--- src/rtl/univ_shift_reg_if.sv ---
// Command/data bundle for the universal shift register: control and serial
// inputs from board I/O, register contents and status back to downstream logic.
interface univ_shift_reg_if #(
  parameter int WIDTH = 4,
  parameter int CNT_W = 4
);
  logic             start_i;
  logic [2:0]       mode_i;
  logic [CNT_W-1:0] count_i;
  logic [WIDTH-1:0] d_i;
  logic             serial_r_i;
  logic             serial_l_i;
  logic [WIDTH-1:0] q_o;
  logic             ser_r_o;
  logic             ser_l_o;
  logic             busy_o;
  logic             done_o;

  modport master (
    output start_i, mode_i, count_i, d_i, serial_r_i, serial_l_i,
    input  q_o, ser_r_o, ser_l_o, busy_o, done_o
  );

  modport slave (
    input  start_i, mode_i, count_i, d_i, serial_r_i, serial_l_i,
    output q_o, ser_r_o, ser_l_o, busy_o, done_o
  );
endinterface

--- src/rtl/univ_shift_reg.sv ---
// Universal shift register: a started command runs N shift/rotate steps (or a
// single hold/load/clear) paced by an internal prescaler, then pulses done.
module univ_shift_reg #(
  parameter int WIDTH = 4,
  parameter int CNT_W = 4,
  parameter int DIV   = 1
) (
  input logic            clk_i,
  input logic            rst_i,
  univ_shift_reg_if.slave bus
);

  typedef enum logic [1:0] {IDLE, RUN, DONE} state_t;

  typedef enum logic [2:0] {
    M_HOLD  = 3'b000,
    M_SHR   = 3'b001,
    M_SHL   = 3'b010,
    M_ROR   = 3'b011,
    M_ROL   = 3'b100,
    M_LOAD  = 3'b101,
    M_CLR   = 3'b110,
    M_HOLD2 = 3'b111
  } mode_t;

  localparam int PW = (DIV > 1) ? $clog2(DIV) : 1;
  localparam logic [PW-1:0] PRESC_LAST = PW'(DIV - 1);

  state_t           state, state_next;
  mode_t            mode_r, mode_next, mode_in;
  logic [WIDTH-1:0] q, q_next;
  logic [WIDTH-1:0] data_r, data_next;
  logic [CNT_W-1:0] steps, steps_next;
  logic [PW-1:0]    presc, presc_next;
  logic             tick;
  logic             in_shift;

  assign mode_in  = mode_t'(bus.mode_i);
  assign in_shift = (mode_in == M_SHR) || (mode_in == M_SHL) ||
                    (mode_in == M_ROR) || (mode_in == M_ROL);

  always_ff @(posedge clk_i or negedge rst_i) begin
    if (!rst_i) begin
      state  <= IDLE;
      mode_r <= M_HOLD;
      q      <= '0;
      data_r <= '0;
      steps  <= '0;
      presc  <= '0;
    end else begin
      state  <= state_next;
      mode_r <= mode_next;
      q      <= q_next;
      data_r <= data_next;
      steps  <= steps_next;
      presc  <= presc_next;
    end
  end

  // Non-shift modes run a single tick, so their step count is forced to one.
  always_comb begin
    state_next = state;
    mode_next  = mode_r;
    data_next  = data_r;
    steps_next = steps;
    presc_next = presc;
    q_next     = q;
    tick       = 1'b0;

    case (state)
      IDLE: begin
        if (bus.start_i) begin
          mode_next  = mode_in;
          data_next  = bus.d_i;
          presc_next = '0;
          steps_next = in_shift ? bus.count_i : CNT_W'(1);
          if (in_shift && (bus.count_i == '0)) begin
            state_next = DONE;
          end else begin
            state_next = RUN;
          end
        end
      end
      RUN: begin
        if (presc == PRESC_LAST) begin
          presc_next = '0;
          tick       = 1'b1;
          steps_next = steps - CNT_W'(1);
          if (steps == CNT_W'(1)) begin
            state_next = DONE;
          end
        end else begin
          presc_next = presc + PW'(1);
        end
      end
      DONE: begin
        state_next = IDLE;
      end
      default: begin
        state_next = IDLE;
      end
    endcase

    // Serial inputs are taken live on the tick edge rather than at start.
    if (tick) begin
      case (mode_r)
        M_SHR:   q_next = {bus.serial_r_i, q[WIDTH-1:1]};
        M_SHL:   q_next = {q[WIDTH-2:0], bus.serial_l_i};
        M_ROR:   q_next = {q[0], q[WIDTH-1:1]};
        M_ROL:   q_next = {q[WIDTH-2:0], q[WIDTH-1]};
        M_LOAD:  q_next = data_r;
        M_CLR:   q_next = '0;
        default: q_next = q;
      endcase
    end
  end

  assign bus.q_o     = q;
  assign bus.ser_r_o = q[0];
  assign bus.ser_l_o = q[WIDTH-1];
  assign bus.busy_o  = (state == RUN);
  assign bus.done_o  = (state == DONE);

endmodule

--- src/flat_wrapper.sv ---
// flat-port wrapper written by rule: the top's interface ports become plain ports
module univ_shift_reg_flat 
#(
  parameter int WIDTH = 4,
  parameter int CNT_W = 4,
  parameter int DIV   = 1
)
  (clk_i, rst_i, bus_start_i, bus_mode_i, bus_count_i, bus_d_i, bus_serial_r_i, bus_serial_l_i, bus_q_o, bus_ser_r_o, bus_ser_l_o, bus_busy_o, bus_done_o);
  univ_shift_reg_if #(.WIDTH(WIDTH), .CNT_W(CNT_W)) bus_i ();
  input logic clk_i;
  input logic rst_i;
  input wire logic [$bits(bus_i.start_i)-1:0] bus_start_i;
  input wire logic [$bits(bus_i.mode_i)-1:0] bus_mode_i;
  input wire logic [$bits(bus_i.count_i)-1:0] bus_count_i;
  input wire logic [$bits(bus_i.d_i)-1:0] bus_d_i;
  input wire logic [$bits(bus_i.serial_r_i)-1:0] bus_serial_r_i;
  input wire logic [$bits(bus_i.serial_l_i)-1:0] bus_serial_l_i;
  output wire logic [$bits(bus_i.q_o)-1:0] bus_q_o;
  output wire logic [$bits(bus_i.ser_r_o)-1:0] bus_ser_r_o;
  output wire logic [$bits(bus_i.ser_l_o)-1:0] bus_ser_l_o;
  output wire logic [$bits(bus_i.busy_o)-1:0] bus_busy_o;
  output wire logic [$bits(bus_i.done_o)-1:0] bus_done_o;
  assign bus_i.start_i = bus_start_i;
  assign bus_i.mode_i = bus_mode_i;
  assign bus_i.count_i = bus_count_i;
  assign bus_i.d_i = bus_d_i;
  assign bus_i.serial_r_i = bus_serial_r_i;
  assign bus_i.serial_l_i = bus_serial_l_i;
  assign bus_q_o = bus_i.q_o;
  assign bus_ser_r_o = bus_i.ser_r_o;
  assign bus_ser_l_o = bus_i.ser_l_o;
  assign bus_busy_o = bus_i.busy_o;
  assign bus_done_o = bus_i.done_o;
  univ_shift_reg #(.WIDTH(WIDTH), .CNT_W(CNT_W), .DIV(DIV)) u_core (.clk_i(clk_i), .rst_i(rst_i), .bus(bus_i));
endmodule
--- config.mk ---
export PLATFORM = sky130hd
export DESIGN_NAME = univ_shift_reg_flat
export DESIGN_NICKNAME = d
export VERILOG_FILES = /design/src/rtl/univ_shift_reg_if.sv /design/src/rtl/univ_shift_reg.sv /design/src/flat_wrapper.sv
export SDC_FILE = /design/constraint.sdc
export NUM_CORES = 1
export LEC_CHECK = 0
export CAP_MARGIN = 20
export CORE_MARGIN = 4
export CORE_UTILIZATION = 45
export CTS_CLUSTER_DIAMETER = 120
export DETAILED_ROUTE_END_ITERATION = 16
export MAX_ROUTING_LAYER = met4
export PLACE_DENSITY = 0.77
export SLEW_MARGIN = 40
export SYNTH_ARGS = -nofsm -noshare
export SYNTH_HDL_FRONTEND = slang
export SYNTH_SLANG_ARGS = --single-unit
export TNS_END_PERCENT = 30
--- constraint.sdc ---
create_clock -name clk_i -period 2.3 [get_ports clk_i]
set_input_delay 0.46 -clock clk_i [delete_from_list [all_inputs] [get_ports clk_i]]
set_output_delay 0.46 -clock clk_i [all_outputs]
set_load 0.03 [all_outputs]
==> flow_metrics.py, run 1 <==
metrics = {
    "power": {
        "ir_drop_mv": 0.761,
        "pwr-share-comb_pct": 56.3,
        "p_clk_share_pct": 8.0,
        "intPower_uw": 1080,
        "p_seq_share_pct": 35.6,
        "p_leak_uw": 0.000566,
        "power.density_nw_per_um2": 1460,
        "power_switching_uw": 851,
        "power.total_uw": 1930,
        "swShare_pct": 44.0,
    },
    "logic_synthesis": {
        "synth_adder_area_share_pct": 3.26,
        "synth_nets": 122,
        "avgSynthCellArea_um2": 10.3,
        "synth_edf_count": 0,
        "synth_area_um2": 1080,
        "synthCells": 104,
        "synth_cell_types": 38,
        "synth-compound-area-share_pct": 20.2,
        "synth-xor-area-share_pct": 1.63,
        "synth-seq-cells": 17,
        "synth_top_family_by_area": "compound AO/OA/AOI/OAI gates",
        "yosys.area_share.simple_pct": 15.1,
        "yosysWarnings": 0,
        "synthMuxAreaShare_pct": 12.6,
        "ys_seq_area_share_pct": 39.5,
        "async_flop_share_pct": 100,
        "synth_ff_type": "dfrtp_1",
    },
    "timing": {
        "max_slew_margin_pct": 64.8,
        "rsz0062_at_grt": "no",
        "hold_slack_ns": 0.493,
        "worstMarginPinSlew_ns": 0.528,
        "fin_crit_sh_pct": 95.9,
        "fin_crit_ns": 2.21,
        "setup_violations": 0,
        "hold_viol": 0,
        "fin_skew_ns": 0.00157,
        "finalSetupTns_ns": 0,
        "fmax_mhz": 453,
        "report.final.slew_viol_count": 0,
    },
    "final_layout": {
        "area_growth_syn_to_layout_pct": 23.4,
        "n_fill_cell": 228,
        "n_antenna_cell": 0,
        "layout-drive-gt1-share_pct": 17.3,
        "final_util_pct": 58.9,
        "nets": 146,
    },
    "setup_path": {
        "worstPathRequired_ns": 1.84,
        "critPathLaunchType": "register",
        "critical_path_peak_fanout": 8,
        "cpMaxStageDelayCell": "clkdlybuf4s50_1",
        "crit_buf_inv": 2,
        "cp_top_family": "buffers and inverters",
        "arrival_ns": 1.75,
        "critPathCaptureType": "output port",
        "worst-setup-path-type": "register to output port",
        "slowest_delay_ns": 0.68,
        "crit_chain": "nand2b_4, inv_1, clkdlybuf4s50_1",
    },
    "detailed_routing": {
        "viasPerCell": 5.46,
        "drc_errors": 0,
        "dr_wl_met2_mm": 1.09,
        "drt_pass1_iterations": 3,
        "final_antenna_net_count": 0,
        "wl_per_cell_um": 14.6,
        "num_vias": 846,
        "routed.top_layer": "met4",
        "wl_met3_um": 112,
        "routed_wirelength_mm": 2.26,
        "drt_iter0_drc": 10,
        "wl_met1_mm": 1.05,
    },
    "floorplanning": {
        "initial_core_util_pct": 47.7,
        "rows": 17,
        "die-area_um2": 3240,
        "core_um2": 2250,
        "die_y_um": 56.9,
        "ioPinCount": 24,
        "die_w_um": 56.9,
    },
    "clocking": {
        "postCtsHoldBufs": 0,
        "cts_tree": "done",
        "htree_levels": 1,
        "post_cts_resized": 0,
        "clockBufferDepth": 2,
        "clk_latency_ns": 0.28,
        "cts_num_sinks": 17,
        "post_cts_buffers": 0,
        "root_buffer": "clkbuf_4",
        "path_clk_slew_ns": 0.10,
        "cts_buffers": 3,
    },
    "placed_design": {
        "gp_congestion": 0.854,
        "portBuffers": 23,
        "dp_hpwl_mm": 1.78,
    },
    "grt": {
        "overflow": 0,
        "track_usage_pct": 15.7,
        "grt_pass1_wl_mm": 3.89,
        "first_global_vias": 835,
        "grt_antenna_before_repair": 0,
        "grt_start_max_net_pins": 18,
    },
    "run": {
        "max-cap-violations": 0,
    },
    "min_path": {
        "worstHoldPathType": "input port to asynchronous set/reset pin",
    },
    "outcome": {
        "outcome": "complete, no violations",
    },
}
[logic make-up (layout without fill, tap and decap cells)]
| family | Yosys count | after routing |
|---|---|---|
| AO/OA/AOI/OAI | 29 | 29 |
| XOR/XNOR | 2 | 2 |
| adder cells (fa/ha/maj) | 3 | 3 |
| buffers and inverters | 13 | 36 |
| flip-flops | 17 | 17 |
| multiplexers | 11 | 11 |
| AND/OR/NAND/NOR | 29 | 29 |
[final cells by class]
class,instances,area (um^2),share of cell area [%]
clock buffer,3,22.5,1.70
clock inverter,1,5.00,0.377
inverter,7,26.3,1.98
multi-input combinational,74,568,42.8
sequential,17,425,32.0
tap,28,35.0,2.64
timing repair buffer,25,245,18.5
[final timing paths]
| kind | from | endpoint | slack [ns] | depth (start not counted) |
|---|---|---|---|---|
| max | u_core.state[1] | bus_busy_o | 0.09 | 3 |
| max reg2reg | u_core.mode_r[2] | u_core.bus.q_o[1] | 0.73 | 2 |
| min in group clk_i | u_core.data_r[2] | u_core.data_r[2] | 0.52 | 1 |
| min reg2reg | u_core.data_r[2] | u_core.data_r[2] | 0.52 | 1 |
| max in group asynchronous | rst_i | u_core.mode_r[2] | 1.62 | 2 |
| min | rst_i | u_core.bus.q_o[2] | 0.49 | 2 |
[stage by stage]
step	std cells	setup WS (ns)	area, um^2
after global routing	155	0.00547	1330
after global placement	151	0.415	1300
after detailed placement	151	0.394	1300
final	155	0.0941	1330
after CTS	155	0.0761	1330
after floorplan	104	0.848	1080
[cells in the mapped netlist (all sizes together), types with 3 or more instances]
library cell / instances / area [um^2]
o21ai: 11 / 55.1
mux2: 8 / 105
dfrtp: 17 / 425
a21oi: 3 / 15.0
nor2b: 3 / 21.3
buf: 6 / 56.3
nand3: 3 / 15.0
nor2: 8 / 30.0
mux2i: 3 / 30.0
inv: 7 / 26.3
nand2: 6 / 22.5
[sequential cells by signal (all words and copies together) (netlist names)]
signal,cells
u_core.mode_r,3
u_core.steps,4
u_core.data_r,4
u_core.state,2
u_core.bus.q_o,4
[power by group through the flow]
stage          Sequential, uW  Clock [uW]  Combinational (uW)
6_report                  689         155                1090
5_1_grt                   728         181                1190
4_1_cts                   692         164                1100
3_5_place_dp              697           0                1100
3_3_place_gp              683           0                1060
2_1_floorplan             658           0                 861
[placed cells by master (no fill, tap or decap), types with 3 or more instances in the layout]
| cell type | count |
|---|---|
| clkdlybuf4s50_1 | 23 |
| dfrtp_1 | 17 |
| o21ai_0 | 9 |
| nor2_1 | 8 |
| inv_1 | 6 |
| nand2_1 | 6 |
| mux2_4 | 4 |
| mux2_2 | 4 |
| nand3_1 | 3 |
| a21oi_1 | 3 |
| mux2i_1 | 3 |
| clkbuf_4 | 3 |
[routing by layer]
layer | vias up | global-route usage (%)
met2 | 17 | 24.3
met4 | 0 | 2.98
met5 | - | -
met3 | 2 | 3.45
li1 | 424 | -
met1 | 403 | 21.3
Power figures use the tool's default switching activity.
==> run 2, diff against run 1 <==
--- a/config.mk
+++ b/config.mk
@@ -8,7 +8,7 @@
 export CAP_MARGIN = 20
 export CORE_MARGIN = 4
 export CORE_UTILIZATION = 45
-export CTS_CLUSTER_DIAMETER = 120
+export CTS_CLUSTER_DIAMETER = 100
 export DETAILED_ROUTE_END_ITERATION = 16
 export MAX_ROUTING_LAYER = met4
 export PLACE_DENSITY = 0.77
==> results of run 2 <==
The final DEF is identical to that of run 1; final timing and power are the same.
==> run 3, diff against run 2 <==
--- a/config.mk
+++ b/config.mk
@@ -5,13 +5,16 @@
 export SDC_FILE = /design/constraint.sdc
 export NUM_CORES = 1
 export LEC_CHECK = 0
+export ABC_AREA = 1
 export CAP_MARGIN = 20
 export CORE_MARGIN = 4
 export CORE_UTILIZATION = 45
 export CTS_CLUSTER_DIAMETER = 100
 export DETAILED_ROUTE_END_ITERATION = 16
+export DONT_BUFFER_PORTS = 1
+export GPL_TIMING_DRIVEN = 0
 export MAX_ROUTING_LAYER = met4
-export PLACE_DENSITY = 0.77
+export PLACE_DENSITY = 0.64
 export SLEW_MARGIN = 40
 export SYNTH_ARGS = -nofsm -noshare
 export SYNTH_HDL_FRONTEND = slang
==> flow_metrics.py, run 3 <==
metrics = {
    "detailed_routing": {
        "wl_per_cell_um": 12.4,
        "drc_errors": 0,
        "drt_pass1_iterations": 4,
        "final_antenna_net_count": 0,
        "drt_iter0_drc": 25,
        "routed_wirelength_mm": 2.24,
        "num_vias": 924,
        "viasPerCell": 5.10,
    },
    "power": {
        "power.density_nw_per_um2": 1460,
        "ir_drop_mv": 0.664,
        "p_leak_uw": 0.000615,
    },
    "run": {
        "max-cap-violations": 0,
    },
    "floorplanning": {
        "ioPinCount": 24,
        "initial_core_util_pct": 47.8,
        "die_w_um": 56.7,
        "rows": 17,
        "die_y_um": 56.7,
        "die-area_um2": 3210,
        "core_um2": 2230,
    },
    "final_layout": {
        "layout-drive-gt1-share_pct": 15.0,
        "nets": 172,
        "final_area_um2": 1130,
        "n_antenna_cell": 0,
        "area_growth_syn_to_layout_pct": 6.21,
        "final_common_cell": "nand2_1",
        "final_util_pct": 50.8,
        "most-common-layout-cells": "nand2_1, dfrtp_1, inv_1",
    },
    "setup_path": {
        "reg2reg_slack_ns": 1.10,
        "worstPathRequired_ns": 1.84,
        "arrival_ns": 1.22,
        "crit_buf_inv": 0,
        "ff2ff_path_depth": 6,
        "reg2reg_to": "u_core.mode_r[1]",
        "slowest_delay_ns": 0.47,
        "critPathCaptureType": "output port",
        "critPathLaunchType": "register",
        "cpMaxStageDelayCell": "nor2_1",
        "r2r_start": "u_core.state[1]",
        "worst-setup-path-type": "register to output port",
        "cp_top_family": "simple AND/OR/NAND/NOR gates",
        "critical_path_peak_fanout": 4,
        "crit_chain": "nor2_1",
    },
    "timing": {
        "fin_skew_ns": 0.00597,
        "finalSetupTns_ns": 0,
        "fin_crit_sh_pct": 73.1,
        "hold_viol": 0,
        "rsz0062_at_grt": "no",
        "setup_violations": 0,
        "report.final.slew_viol_count": 0,
        "worstMarginPinSlew_ns": 0.540,
        "fin_ws_ns": 0.618,
        "fin_crit_ns": 1.68,
        "max_slew_margin_pct": 63.9,
        "fmax_mhz": 595,
    },
    "logic_synthesis": {
        "ys_seq_area_share_pct": 39.9,
        "synth_cell_types": 23,
        "synth_most_common_cell": "nand2_1",
        "synth_nets": 166,
        "synth_area_leaders": "dfrtp_1, nand2_1, inv_1",
        "synth_edf_count": 0,
        "yosysWarnings": 0,
        "synthTopCellsByCount": "nand2_1, dfrtp_1, inv_1",
        "async_flop_share_pct": 100,
        "synthCells": 148,
        "synth_area_um2": 1070,
        "synth_ff_type": "dfrtp_1",
        "synth-seq-cells": 17,
        "yosys.area.top_type": "dfrtp_1",
        "synth_top_cell_area_share_pct": 39.9,
        "avgSynthCellArea_um2": 7.21,
    },
    "placed_design": {
        "portBuffers": 0,
        "dp_hpwl_mm": 1.73,
        "gp_congestion": 0.811,
        "post-place-ws_ns": 0.936,
        "dpl_cell_area_um2": 1100,
    },
    "grt": {
        "track_usage_pct": 16.0,
        "grt_pass1_wl_mm": 3.93,
        "busiest_layer": "met2",
        "grt_antenna_before_repair": 0,
        "met3_usage_pct": 5.06,
        "grt_start_max_net_pins": 18,
        "use_met2_pct": 24.6,
        "overflow": 0,
        "first_global_vias": 892,
        "grt_use_met1_pct": 20.0,
    },
    "clocking": {
        "htree_levels": 1,
        "clockBufferDepth": 2,
        "path_clk_slew_ns": 0.09,
        "root_buffer": "clkbuf_4",
        "cts_buffers": 3,
        "cts_tree": "done",
        "cts_num_sinks": 17,
        "clk_latency_ns": 0.29,
    },
    "min_path": {
        "worstHoldPathType": "input port to asynchronous set/reset pin",
    },
    "outcome": {
        "outcome": "complete, no violations",
    },
}
## run 3: cell count changes after synthesis, moves of 3 or more
cell	delta
mux2_4	-4
nand2_1	+48
mux2_2	-4
o21ai_0	-4
mux2i_1	-3
nand2_2	+3
nand3_1	+6
nand4_1	+8
inv_1	+10
## run 3: how the worst max path moves through the flow
stage	from	endpoint	slack, ns	depth (start not counted)
global route	u_core.state[0]	bus_done_o	0.55	1
detailed placement	u_core.state[0]	bus_done_o	0.94	1
global placement	u_core.state[0]	bus_done_o	0.94	1
floorplan	u_core.state[0]	bus_done_o	0.96	1
finish	u_core.state[0]	bus_done_o	0.62	1
CTS	u_core.state[0]	bus_done_o	0.60	1
## run 3: area by class of cell
class | count | area (um^2)
buffer | 5 | 42.5
clock buffer | 4 | 26.3
fill | 237 | 1100
inverter | 20 | 80.1
multi-input combinational | 106 | 519
sequential | 17 | 425
tap | 28 | 35.0
timing repair buffer | 1 | 5.00
## run 3: per-layer routing
| metal | share of wire (%) | up-vias |
|---|---|---|
| met2 | 47 | 23 |
| li1 | - | 474 |
| met1 | 45 | 423 |
| met5 | 0 | - |
| met3 | 6.0 | 4 |
| met4 | 1.4 | 0 |
## run 3: what timing repair did
| item | 4_1_cts | 5_1_grt |
|---|---|---|
| buffers inserted | 0 | 0 |
| hold endpoints to repair | 17 | 0 |
| gates resized for setup | 0 | 0 |
| hold buffers | 1 | 0 |
## run 3: logic make-up (layout without fill, tap and decap cells)
| family | count (synthesis) | in the layout | share of synthesized area (%) |
|---|---|---|---|
| buffers and inverters | 25 | 30 | 11.5 |
| flip-flops | 17 | 17 | 39.9 |
| AO/OA/AOI/OAI | 12 | 12 | 5.86 |
| XOR/XNOR | 1 | 1 | 1.52 |
| AND/OR/NAND/NOR | 91 | 91 | 38.9 |
| adder cells (fa/ha/maj) | 2 | 2 | 2.34 |
## run 3: power by group
| group | internal [uW] | switching (uW) | total, uW |
|---|---|---|---|
| logic | 307 | 595 | 902 |
| registers | 437 | 165 | 602 |
| clock network | 67.5 | 88.2 | 156 |
| total | 811 | 848 | 1660 |
## run 3: per-stage QoR
step                      cells  total power, uW  hold WS [ns]
after global placement      176             1480         0.165
after CTS                   181             1680         0.274
final                       181             1660        0.0785
after global routing        181             1840        0.0813
after detailed placement    176             1510         0.165
after floorplan             148             1340         0.164
